`config.mk`:
```
export PLATFORM = sky130hd
export DESIGN_NAME = uint_add_pipe
export DESIGN_NICKNAME = d
export VERILOG_FILES = /design/src/rtl/uint_add_pipe_pkg.sv /design/src/rtl/uint_add_fifo2.sv /design/src/rtl/uint_add_pipe.sv
export SDC_FILE = /design/constraint.sdc
export NUM_CORES = 1
export LEC_CHECK = 0
export BUFFER_PORTS_ARGS = -buffer_cell sky130_fd_sc_hd__buf_2
export CORE_MARGIN = 2
export CORE_UTILIZATION = 46
export DETAILED_ROUTE_END_ITERATION = 8
export GPL_TIMING_DRIVEN = 0
export PLACE_DENSITY = 0.69
export SETUP_SLACK_MARGIN = 0.02
export SLEW_MARGIN = 5
export SYNTH_ARGS = -nofsm -noshare
export SYNTH_HDL_FRONTEND = slang
export SYNTH_HIERARCHICAL = 1
export SYNTH_SLANG_ARGS = --single-unit
```
`constraint.sdc`:
```
create_clock -name CLK -period 2.2 [get_ports CLK]
set_clock_uncertainty 0.2 [all_clocks]
set_input_delay 0.22 -clock CLK [delete_from_list [all_inputs] [get_ports CLK]]
set_output_delay 0.22 -clock CLK [all_outputs]
set_load 0.005 [all_outputs]
```
`src/rtl/uint_add_pipe_pkg.sv`:
```
`default_nettype none
// ============================================================================
// Module   : uint_add_pipe_pkg
// Purpose  : Shared defaults and the entry record for the buffered unsigned
//            adder. Each FIFO entry holds the carry as its MSB and the sum
//            below it.
// Contents : WIDTH_DEF, CNT_W_DEF, add_entry_t
// Revision : 1.0 - initial release
// ============================================================================
package uint_add_pipe_pkg;

    localparam int WIDTH_DEF = 3;
    localparam int CNT_W_DEF = 8;

    // The layout is {carry, sum}. The top declares the same layout at its
    // own WIDTH.
    typedef struct packed {
        logic                 carry;
        logic [WIDTH_DEF-1:0] sum;
    } add_entry_t;

endpackage : uint_add_pipe_pkg
`default_nettype wire

```
`src/rtl/uint_add_fifo2.sv`:
```
`default_nettype none
// ============================================================================
// Module   : uint_add_fifo2
// Purpose  : Two-entry synchronous FIFO. Occupancy is held in registers, so
//            o_full and o_empty depend only on state.
// Ports    : clk, rst        - clock, synchronous active-high reset
//            i_push, i_data  - write request and data (ignored while full)
//            i_pop           - read request (ignored while empty)
//            o_data          - oldest entry (reads 0 after reset)
//            o_full, o_empty - occupancy flags
// Revision : 1.0 - initial release
// ============================================================================
module uint_add_fifo2 #(
    parameter int DATA_W = 4
) (
    input  logic              clk,
    input  logic              rst,
    input  logic              i_push,
    input  logic [DATA_W-1:0] i_data,
    input  logic              i_pop,
    output logic [DATA_W-1:0] o_data,
    output logic              o_full,
    output logic              o_empty
);

    logic [DATA_W-1:0] r_mem [0:1];
    logic              r_wr_ptr;
    logic              r_rd_ptr;
    logic [1:0]        r_count;

    logic              w_push_ok;
    logic              w_pop_ok;

    assign o_full    = r_count[1];
    assign o_empty   = (r_count == 2'd0);
    assign w_push_ok = i_push && !o_full;
    assign w_pop_ok  = i_pop && !o_empty;
    assign o_data    = r_mem[r_rd_ptr];

    always_ff @(posedge clk) begin
        if (rst) begin
            // Storage is cleared so the head reads 0 until the first write.
            r_mem[0] <= '0;
            r_mem[1] <= '0;
            r_wr_ptr <= 1'b0;
            r_rd_ptr <= 1'b0;
            r_count  <= 2'd0;
        end else begin
            if (w_push_ok) begin
                r_mem[r_wr_ptr] <= i_data;
                r_wr_ptr        <= ~r_wr_ptr;
            end
            if (w_pop_ok) begin
                r_rd_ptr <= ~r_rd_ptr;
            end
            r_count <= r_count + {1'b0, w_push_ok} - {1'b0, w_pop_ok};
        end
    end

endmodule : uint_add_fifo2
`default_nettype wire

```
`src/rtl/uint_add_pipe.sv`:
```
`default_nettype none
// ============================================================================
// Module   : uint_add_pipe
// Purpose  : Unsigned WIDTH-bit adder with valid/ready handshakes. Results go
//            into a two-entry output FIFO. A saturating counter counts the
//            accepted additions that produced a carry.
// Ports    : CLK, RESET          - clock, synchronous active-high reset
//            I0, I1              - operands
//            in_valid/in_ready   - input handshake
//            O, COUT             - head entry sum / carry
//            out_valid/out_ready - output handshake
//            ovf_count           - saturating carry counter
//            ovf_clear           - synchronous clear of ovf_count
// Revision : 1.0 - initial release
// ============================================================================
module uint_add_pipe
    import uint_add_pipe_pkg::*;
#(
    parameter int WIDTH = WIDTH_DEF,
    parameter int CNT_W = CNT_W_DEF
) (
    input  logic             CLK,
    input  logic             RESET,
    input  logic [WIDTH-1:0] I0,
    input  logic [WIDTH-1:0] I1,
    input  logic             in_valid,
    output logic             in_ready,
    output logic [WIDTH-1:0] O,
    output logic             COUT,
    output logic             out_valid,
    input  logic             out_ready,
    output logic [CNT_W-1:0] ovf_count,
    input  logic             ovf_clear
);

    typedef struct packed {
        logic             carry;
        logic [WIDTH-1:0] sum;
    } pipe_entry_t;

    localparam logic [CNT_W-1:0] c_CNT_MAX = '1;

    pipe_entry_t      w_new_entry;
    pipe_entry_t      w_head_entry;
    logic             w_full;
    logic             w_empty;
    logic             w_push;
    logic             w_pop;
    logic [CNT_W-1:0] r_ovf_count;

    // in_ready depends only on the registered FIFO occupancy.
    assign in_ready  = !w_full;
    assign out_valid = !w_empty;
    assign w_push    = in_valid && in_ready;
    assign w_pop     = out_valid && out_ready;

    // WIDTH+1-bit add. The extra MSB is the carry.
    assign w_new_entry = pipe_entry_t'({1'b0, I0} + {1'b0, I1});

    uint_add_fifo2 #(
        .DATA_W (WIDTH + 1)
    ) u_fifo (
        .clk     (CLK),
        .rst     (RESET),
        .i_push  (w_push),
        .i_data  (w_new_entry),
        .i_pop   (w_pop),
        .o_data  (w_head_entry),
        .o_full  (w_full),
        .o_empty (w_empty)
    );

    assign O    = w_head_entry.sum;
    assign COUT = w_head_entry.carry;

    // Clear wins over a simultaneous carry. The count holds at its maximum.
    always_ff @(posedge CLK) begin
        if (RESET) begin
            r_ovf_count <= '0;
        end else if (ovf_clear) begin
            r_ovf_count <= '0;
        end else if (w_push && w_new_entry.carry && (r_ovf_count != c_CNT_MAX)) begin
            r_ovf_count <= r_ovf_count + 1'b1;
        end
    end

    assign ovf_count = r_ovf_count;

endmodule : uint_add_pipe
`default_nettype wire

```
== Word level (Yosys, flattened, before mapping) ==
Memories as Yosys holds them, arrays and structs flattened. A register that Yosys moved wholly into a read port is not among the register bits.
Cells that the tools add are included.
Word-level totals
  register bits: 12
  latch bits: 0
  RAM bits: 8
  ROM bits: 0
  input port bits: 11
  output and inout bits: 14
  word-level logic and storage cells: 33
  memories kept: 1
Cells by class
  add/subtract/negate cells: 4
  $mul: 0
  div/mod/pow operators: 0
  magnitude comparators: 0
  eq/ne operators: 1
  shift-type cells: 0
  mux-type cells: 10
  bitwise operators: 2
  reduce and logical (&&, ||, !) cells: 11
Memories
  u_fifo.r_mem: depth 2, bits a word 4, read ports 1, clocked after Yosys merged registers in 1, wr ports 2, RTL line uint_add_fifo2.sv:26  | logic [DATA_W-1:0] r_mem [0:1];
Operators with widths (count)
  $mux 1: 9
  $add 8x1->8 const B: 1
  $ne 8x8->1 const B: 1
  $logic_and 1x1->1: 6
  $add 3x3->4: 1
  $mux 4: 1
  $reduce_or 4->1: 1
  $add 2x1->2: 1
  $logic_not 1->1: 2
  $logic_not 2->1: 1
  $not 1->1: 2
  $reduce_or 2->1: 1
  $sub 2x1->2: 1

== Depth between registers and ports, before layout ==
Gate-level depths: netlist (run 1).
  word-level depth: 8
  depth in mapped cells: 8
  depth with buffers taken out: 8

== Cells and area by module ==
Netlist (run 1), hierarchy kept.
By module, submodules not included
  uint_add_fifo2: times used 1, cells an instance 53, area each 611.8 sq um, seq. area each 340.3 sq um
  uint_add_pipe: times used 1, cells an instance 64, area each 556.8 sq um, seq. area each 160.2 sq um

== Worst setup path after synthesis (run 1) ==
OpenSTA, ideal clock, no wires.
  kind: flip-flop to flip-flop
  start point: register u_fifo.r_count[1]
  end point: register u_fifo.r_count[1]
  setup time: 121 ps
  data arrival time: 1696 ps
  data required time: 1879 ps
  slack: 183 ps
  cell stages (with the launch flop): 8
  path buffers: 0
  period minus slack after synthesis: 2017 ps
  cell sequence: dfxtp_1 -> nor2b_1 -> nor2b_2 -> a31oi_1 -> a21boi_2 -> ha_1 -> nor3_1 -> nor3_2
On the way
  longest elaborated chain between the ends: 5
  elaborated cells on any way between the ends: 9
  classes of those cells: 2 x add/sub; 7 x reduce/logical
RTL lines
  start: declaration: RTL line uint_add_fifo2.sv:29  | logic [1:0] r_count;
  start signal: assignment: RTL line uint_add_fifo2.sv:56  | r_count <= r_count + {1'b0, w_push_ok} - {1'b0, w_pop_ok};
  $logic_not 1->1: RTL line uint_add_pipe.sv:52  | assign in_ready = !w_full;
  $logic_and 1x1->1: RTL line uint_add_pipe.sv:54  | assign w_push = in_valid && in_ready;
  net w_push: RTL line uint_add_pipe.sv:47  | logic w_push;
  $logic_and 1x1->1: RTL line uint_add_fifo2.sv:36  | assign w_push_ok = i_push && !o_full;
  $add 2x1->2: RTL line uint_add_fifo2.sv:56
  $sub 2x1->2: RTL line uint_add_fifo2.sv:56
The timed path passes the listed nets, and every way through them passes these cells.
A chain may end at the register's enable or synchronous reset.

== Worst setup path after layout (run 1) ==
  start point: register r_ovf_count[0] (netlist: ovf_count[0])
  end point: register r_ovf_count[3] (netlist: ovf_count[3])
On the way
  longest elaborated chain between the ends: 2
  elaborated cells on any way between the ends: 3
  classes of those cells: 1 x add/sub; 1 x eq/ne; 1 x reduce/logical
RTL lines
  start: declaration: RTL line uint_add_pipe.sv:49  | logic [CNT_W-1:0] r_ovf_count;
  start signal: assignment: RTL line uint_add_pipe.sv:83  | r_ovf_count <= r_ovf_count + 1'b1;
  parallel branches: the longest is 2 deep, another holds $add 8x1->8
Several ways; the timed one is not identified.

==> impl_results.md, run 1 <==
- Status: completed
- Core footprint: around 0.0024 mm^2
- Syn Nets: 134
- Post-layout min period: 2030 ps
- Global-route wire length before repair: 3420 um
- Setup Buffers After CTS: 0
- Placed Cells: 171
- Pwr dens: between 700 and 800 mW/mm^2
- Via density: between 5 and 6
- Net Sw Frac: 0.325
- Clock Root Buffer: clkbuf_4
- Hold path depth: 3
- Sequential element share of the synthesized area: 0.428
- Critical Path RT: about 2200 ps
- Mux contribution to synthesized area: 0.0557
- DP Worst Slack: -52.8 ps
- Critical Path Fanout Max: 8
- Layout Nets: 163
- Combinational share of power: 0.326
- IO Pins: 25
- Antenna Cells: 0
- Final hold slack: 15.7 ps
- Synthesized area: 0.00117 mm^2
- Die Span Y: 54.4 um
- GRT overflow: 0
- Worst hold-check path type: in -> reg
- H-tree depth: 1
- CTS tree: built
- Antenna-violating nets left: 0
- Syn Area/Cell: 9.99 um^2
- Sequential power share: 0.497
- Share of layout cells above drive strength 1: 0.317
- Area Growth Syn to Fin: 16.4%
- CTS buffer count: 3
- Placed cell area: 0.00133 mm^2
- IO Port Bufs: 24
- Cell count after synthesis: approximately 120
- Leak: 0.580 nW
- Final Util: 0.559
- Drc violations: 0
- Drt wl/cell: 12.2 um
- Placer Congestion: 0.782
- Clock Path Buffers: 2
- Final instance area: 0.00136 mm^2
- 1st-iter DRT viols: 1
- Arrival time at the worst endpoint: 2070 ps
- Global Route Usage Sum: 0.158
- HPWL after detailed placement: 1640 um
- Final Non-Filler Cells: 175
- Peak Freq: slightly below 500 MHz
- Critical Path Sink Type: flip-flop
- Hold buffers post-CTS: 0
- Worst Tran Pin Value: 681 ps
- Max Slew Vio Count: 0
- Clock power frac: 0.177
- Register-to-Register Path Depth: 6
- Max_cap viols: 0
- Antenna violations before repair: 0
- DIE WIDTH: 54.4 um
- Crit share post-route: 0.924
- Reg clk slew, reported paths: 120 ps
- RSZ-0062 raised after global routing: false
- Worst relative slew slack: 0.544
- Worst hold start: ovf_clear
- Routed via count: roughly 950
- Vias in the first global route: 837
- Largest net degree at the start of global routing: 13
- Post-Synth XOR/XNOR Area: 0.0225
- Total Die Area: 0.00296 mm^2
- Worst setup margin: 167 ps
- RR Startpoint: ovf_count[0]
- Worst R2R Setup Slack: 170 ps
- Clk sinks: 21
- Crit start category: flip-flop
- Worst Path Class, Setup: reg -> reg
- Psw: 0.344 mW
- Syn. warnings: 6
- Largest family of logic cells by synthesized area: simple AND/OR/NAND/NOR gates
- Total Wirelength: 2130 um
- Synth Area in Compound Gates: 0.133
- Drt first pass iters: 4
- Clock Latency Late Sink: 300 ps
- Synth unique cells: 44
- Std cell rows: 18
- Synth Area in Adders: 0.0707
- Hold EP: ovf_count[5]
- Largest vdd supply drop: 387 uV
- Final Hold Viols: 0
- Setup Viol. Count Final: 0
- Starting Density: 0.480
- Simple-gate share of the synthesized area: 0.257
- Internal power: 0.713 mW
- FF+latch count, synth: 21
- Reg-to-reg endpoint: ovf_count[3]
synthesized netlist by cell type (all sizes together):
cell,number,share of area
nand4,2,0.011
nand3,4,0.017
a41o,1,0.0086
nor4bb,1,0.021
nor4,1,0.0054
o21ba,1,0.0086
or2,1,0.0054
and4,2,0.019
a21o,3,0.019
clkbuf,1,0.0032
and2b,1,0.0064
o21a,1,0.0064
nor2,11,0.035
fa,1,0.017
ha,5,0.054
a31oi,3,0.016
nor4b,2,0.015
o31ai,1,0.0064
a21oi,3,0.013
mux2i,2,0.017
o211ai,1,0.0064
nor2b,4,0.024
mux2,4,0.039
o21bai,1,0.0064
a21boi,1,0.0096
buf,3,0.017
o21ai,3,0.016
inv,4,0.013
a211o,1,0.0075
o211a,1,0.0086
or4,1,0.0064
nand2,10,0.032
xor2,2,0.015
nor3,9,0.043
or3,3,0.016
edfxtp,8,0.21
xnor2,1,0.0075
dfxtp,13,0.22
critical path: stages, from the launching register on:
cell and delay, ps:
dfxtp_1 390, ha_1 210, clkbuf_1 180, and4_4 230
buf_6 120, or4_1 490, a21oi_1 140
power by group through the flow:
| stage | Clock, mW | Sequential [mW] | Combinational [mW] |
|---|---|---|---|
| floorplan | 0 | 0.521 | 0.250 |
| global placement | 0 | 0.528 | 0.332 |
| detailed placement | 0 | 0.533 | 0.340 |
| CTS | 0.194 | 0.525 | 0.344 |
| global route | 0.210 | 0.533 | 0.395 |
| finish | 0.188 | 0.525 | 0.345 |
cells in the final DEF (no fill, tap or decap), types with 3 or more instances in the layout:
master | synthesis | routed
nor3_1 | 8 | 8
nand2_1 | 10 | 10
a21o_1 | 3 | 3
nor2b_2 | 1 | 3
buf_2 | 1 | 25
dfxtp_1 | 13 | 12
edfxtp_1 | 8 | 8
or3_1 | 3 | 3
inv_1 | 4 | 4
nand3_1 | 4 | 4
mux2_2 | 4 | 4
ha_1 | 5 | 5
clkbuf_4 | 0 | 3
a31oi_1 | 3 | 3
a21oi_1 | 3 | 3
nor2_1 | 11 | 11
layer usage:
metal / share of wire / routed length [um] / global-route usage / up-vias
li1: - / - / - / 486
met1: 0.46 / 973 / 0.189 / 449
met2: 0.51 / 1080 / 0.287 / 11
met3: 0.029 / 61 / 0.0328 / 2
met4: 0.0070 / 15 / 0.0375 / 0
met5: 0 / 0 / 0 / -
state kept, by name, indices dropped and copies added, names as in the netlist, named ones only:
register and count:
u_fifo/r_wr_ptr 1, u_fifo/r_mem 8, u_fifo/r_rd_ptr 1, ovf_count 8, u_fifo/r_count 2
cell type report:
type	count	area (um^2)
fill	232	1070
buffer	4	23.8
clock inverter	1	5.00
timing repair buffer	24	120
inverter	4	15.0
clock buffer	3	22.5
tap	30	37.5
multi-input combinational	88	634
sequential	21	502
what timing repair did:
item,in CTS,in global routing
pin swaps,0,0
endpoints found under the setup margin,3,3
endpoints found under the hold margin,0,0
resized for setup,1,2
kinds of logic (layout without fill, tap and decap cells):
kind of cell | after synthesis | after routing
AND/OR/NAND/NOR | 52 | 52
AO/OA/AOI/OAI | 21 | 21
flip-flops | 21 | 21
buffers and inverters | 8 | 36
adder cells (fa/ha/maj) | 6 | 6
multiplexers | 6 | 6
XOR/XNOR | 3 | 3
per-stage QoR:
step | power, mW | TNS [ps]
floorplan | 0.771 | 0
global placement | 0.861 | -54.5
detailed placement | 0.873 | -101
CTS | 1.06 | 0
global route | 1.14 | 0
finish | 1.06 | 0
worst max path at each step:
| stage | start | to | slack, ps | cells past startpoint |
|---|---|---|---|---|
| 2_1_floorplan | u_fifo/r_count[1] | u_fifo/r_count[1] | 180 | 7 |
| 3_3_place_gp | u_fifo/r_count[1] | ovf_count[3] | -30 | 4 |
| 3_5_place_dp | u_fifo/r_count[1] | ovf_count[3] | -50 | 4 |
| 4_1_cts | u_fifo/r_count[1] | u_fifo/r_count[0] | 20 | 7 |
| 5_1_grt | u_fifo/r_count[1] | u_fifo/r_count[1] | 40 | 7 |
| 6_report | ovf_count[0] | ovf_count[3] | 170 | 6 |
Power figures use the tool's default switching activity.
==> run 2, diff against run 1 <==
--- a/config.mk
+++ b/config.mk
@@ -8,6 +8,7 @@
 export BUFFER_PORTS_ARGS = -buffer_cell sky130_fd_sc_hd__buf_2
 export CORE_MARGIN = 2
 export CORE_UTILIZATION = 46
+export CTS_BUF_LIST = sky130_fd_sc_hd__clkbuf_2
 export DETAILED_ROUTE_END_ITERATION = 8
 export GPL_TIMING_DRIVEN = 0
 export PLACE_DENSITY = 0.69
==> run 2 against run 1 <==
Sequential power is essentially flat; flip-flop and latch count is the same; combinational power is essentially flat; first-iteration DRC count grew to 3.0 times the previous value; highest routed layer unchanged.
==> impl_results.md, run 2 (synthesized netlist as in run 1, its figures left out) <==
- Critical Path Fanout Max: 8
- Most frequent cells in the layout: 25 x buf_2, 12 x dfxtp_1, 11 x nor2_1, 10 x nand2_1
- Setup Viol. Count Final: 0
- RSZ-0062 raised after global routing: false
- Post-layout min period: 2050 ps
- WP buf/inv: 2
- Drt wl/cell: 12.2 um
- Clock Root Buffer: clkbuf_2
- Critical Path Sink Type: flip-flop
- Leak: 0.587 nW
- Placed Cells: 171
- Placed cell area: between 0.001 and 0.0015 mm^2
- Final Hold Viols: 0
- H-tree depth: 1
- Peak Freq: 488 MHz
- Share of layout cells above drive strength 1: 0.313
- Drc violations: 0
- Max Slew Vio Count: 0
- Core footprint: between 0.002 and 0.0025 mm^2
- Starting Density: 0.480
- Slowest stage delay, CP: between 400 and 500 ps
- Crit share post-route: 0.932
- Status: completed
- GRT overflow: 0
- CTS buffer count: 3
- DIE WIDTH: 54.4 um
- Drt first pass iters: 4
- Total Wirelength: 2160 um
- Placer Congestion: roughly 0.78
- Critical Path RT: 2280 ps
- Largest vdd supply drop: 403 uV
- Routed via count: 969
- CP top delay family: simple AND/OR/NAND/NOR gates
- Largest net degree at the start of global routing: 13
- Global-route wire length before repair: 3480 um
- Setup TNS: 0 ps
- CTS tree: built
- Worst hold-check path type: in -> reg
- Antenna-violating nets left: 0
- Clock Latency Late Sink: 320 ps
- Worst relative slew slack: 0.535
- Setup Buffers After CTS: 0
- Global Route Usage Sum: 0.166
- Final Non-Filler Cells: between 150 and 200
- Worst Tran Pin Value: just under 700 ps
- Clk sinks: 21
- Final instance area: 0.00137 mm^2
- 1st-iter DRT viols: 3
- Layout Nets: around 170
- HPWL after detailed placement: 1640 um
- Pwr dens: roughly 760 mW/mm^2
- Worst Path Class, Setup: reg -> reg
- Arrival time at the worst endpoint: 2130 ps
- IO Port Bufs: 24
- Crit start category: flip-flop
- Antenna violations before repair: 0
- Antenna Cells: 0
- Worst-path cell chain: ha_1 -> clkbuf_1 -> and4_4 -> buf_6 -> or4_1 -> a21oi_1
- Area Growth Syn to Fin: 17.5%
- Most common cell after layout, fill and taps aside: buf_2
- Max_cap viols: 0
- Reg clk slew, reported paths: about 200 ps
- Vias in the first global route: 842
- Total Die Area: 0.00296 mm^2
- CP max stage cell: or4_1
- IO Pins: 25
- Clock Path Buffers: 2
- Via density: roughly 5.5
- Die Span Y: 54.4 um
- Final Power: 1.04 mW
- Std cell rows: 18
run 2: cell count changes in the layout (fill, tap and decap cells not counted), sizes merged:
| cell | before | now |
|---|---|---|
| dlygate4sd3 | 0 | 2 |
run 2: area by class of cell:
| cell class | instances | area [um^2] |
|---|---|---|
| clock buffer | 3 | 15.0 |
| fill | 232 | 1060 |
| sequential | 21 | 502 |
| clock inverter | 1 | 5.00 |
| buffer | 4 | 23.8 |
| tap | 30 | 37.5 |
| multi-input combinational | 88 | 634 |
| inverter | 4 | 15.0 |
| timing repair buffer | 26 | 140 |
run 2: worst min-delay path, stage by stage:
cell     delay, ps
buf_2           70
ha_1           120
nand2_1         60
nor2_1         100
run 2: report_power, final:
part / total, mW / switching [mW] / leakage (nW) / internal (mW)
clock network: 0.164 / 0.123 / 0.0164 / 0.0412
registers: 0.525 / 0.0488 / 0.191 / 0.476
logic: 0.348 / 0.176 / 0.380 / 0.172
total: 1.04 / 0.347 / 0.587 / 0.690
run 2: stage by stage:
stage	util	setup WS [ps]	hold slack, ps
finish	0.564	150	164
global route	0.564	31.6	151
CTS	0.563	156	161
detailed placement	0.545	-52.8	298
global placement	0.545	-29.0	273
floorplan	-	183	89.4
run 2: routing by layer:
metal  track usage  wire length, um  up-vias  share of wire
met5             0                0        -              0
met3        0.0328               72        4          0.033
met2         0.285             1090       17           0.51
met4        0.0875               25        0          0.012
li1              -                -      492              -
met1         0.194              973      456           0.45
run 2: worst paths after layout:
check	start	end	slack, ps	cells after the start
worst min-delay path	I1[0]	u_fifo/r_mem[1][0]	160	4
worst min register to register	ovf_count[5]	ovf_count[5]	320	2
worst max register to register	ovf_count[0]	ovf_count[3]	150	6
worst max-delay path	ovf_count[0]	ovf_count[3]	150	6
run 2: repair_timing:
| action | in CTS | in global routing |
|---|---|---|
| resized for setup | 2 | 1 |
| setup endpoints to repair | 3 | 2 |
| endpoints found under the hold margin | 7 | 0 |
| hold buffers | 2 | 0 |
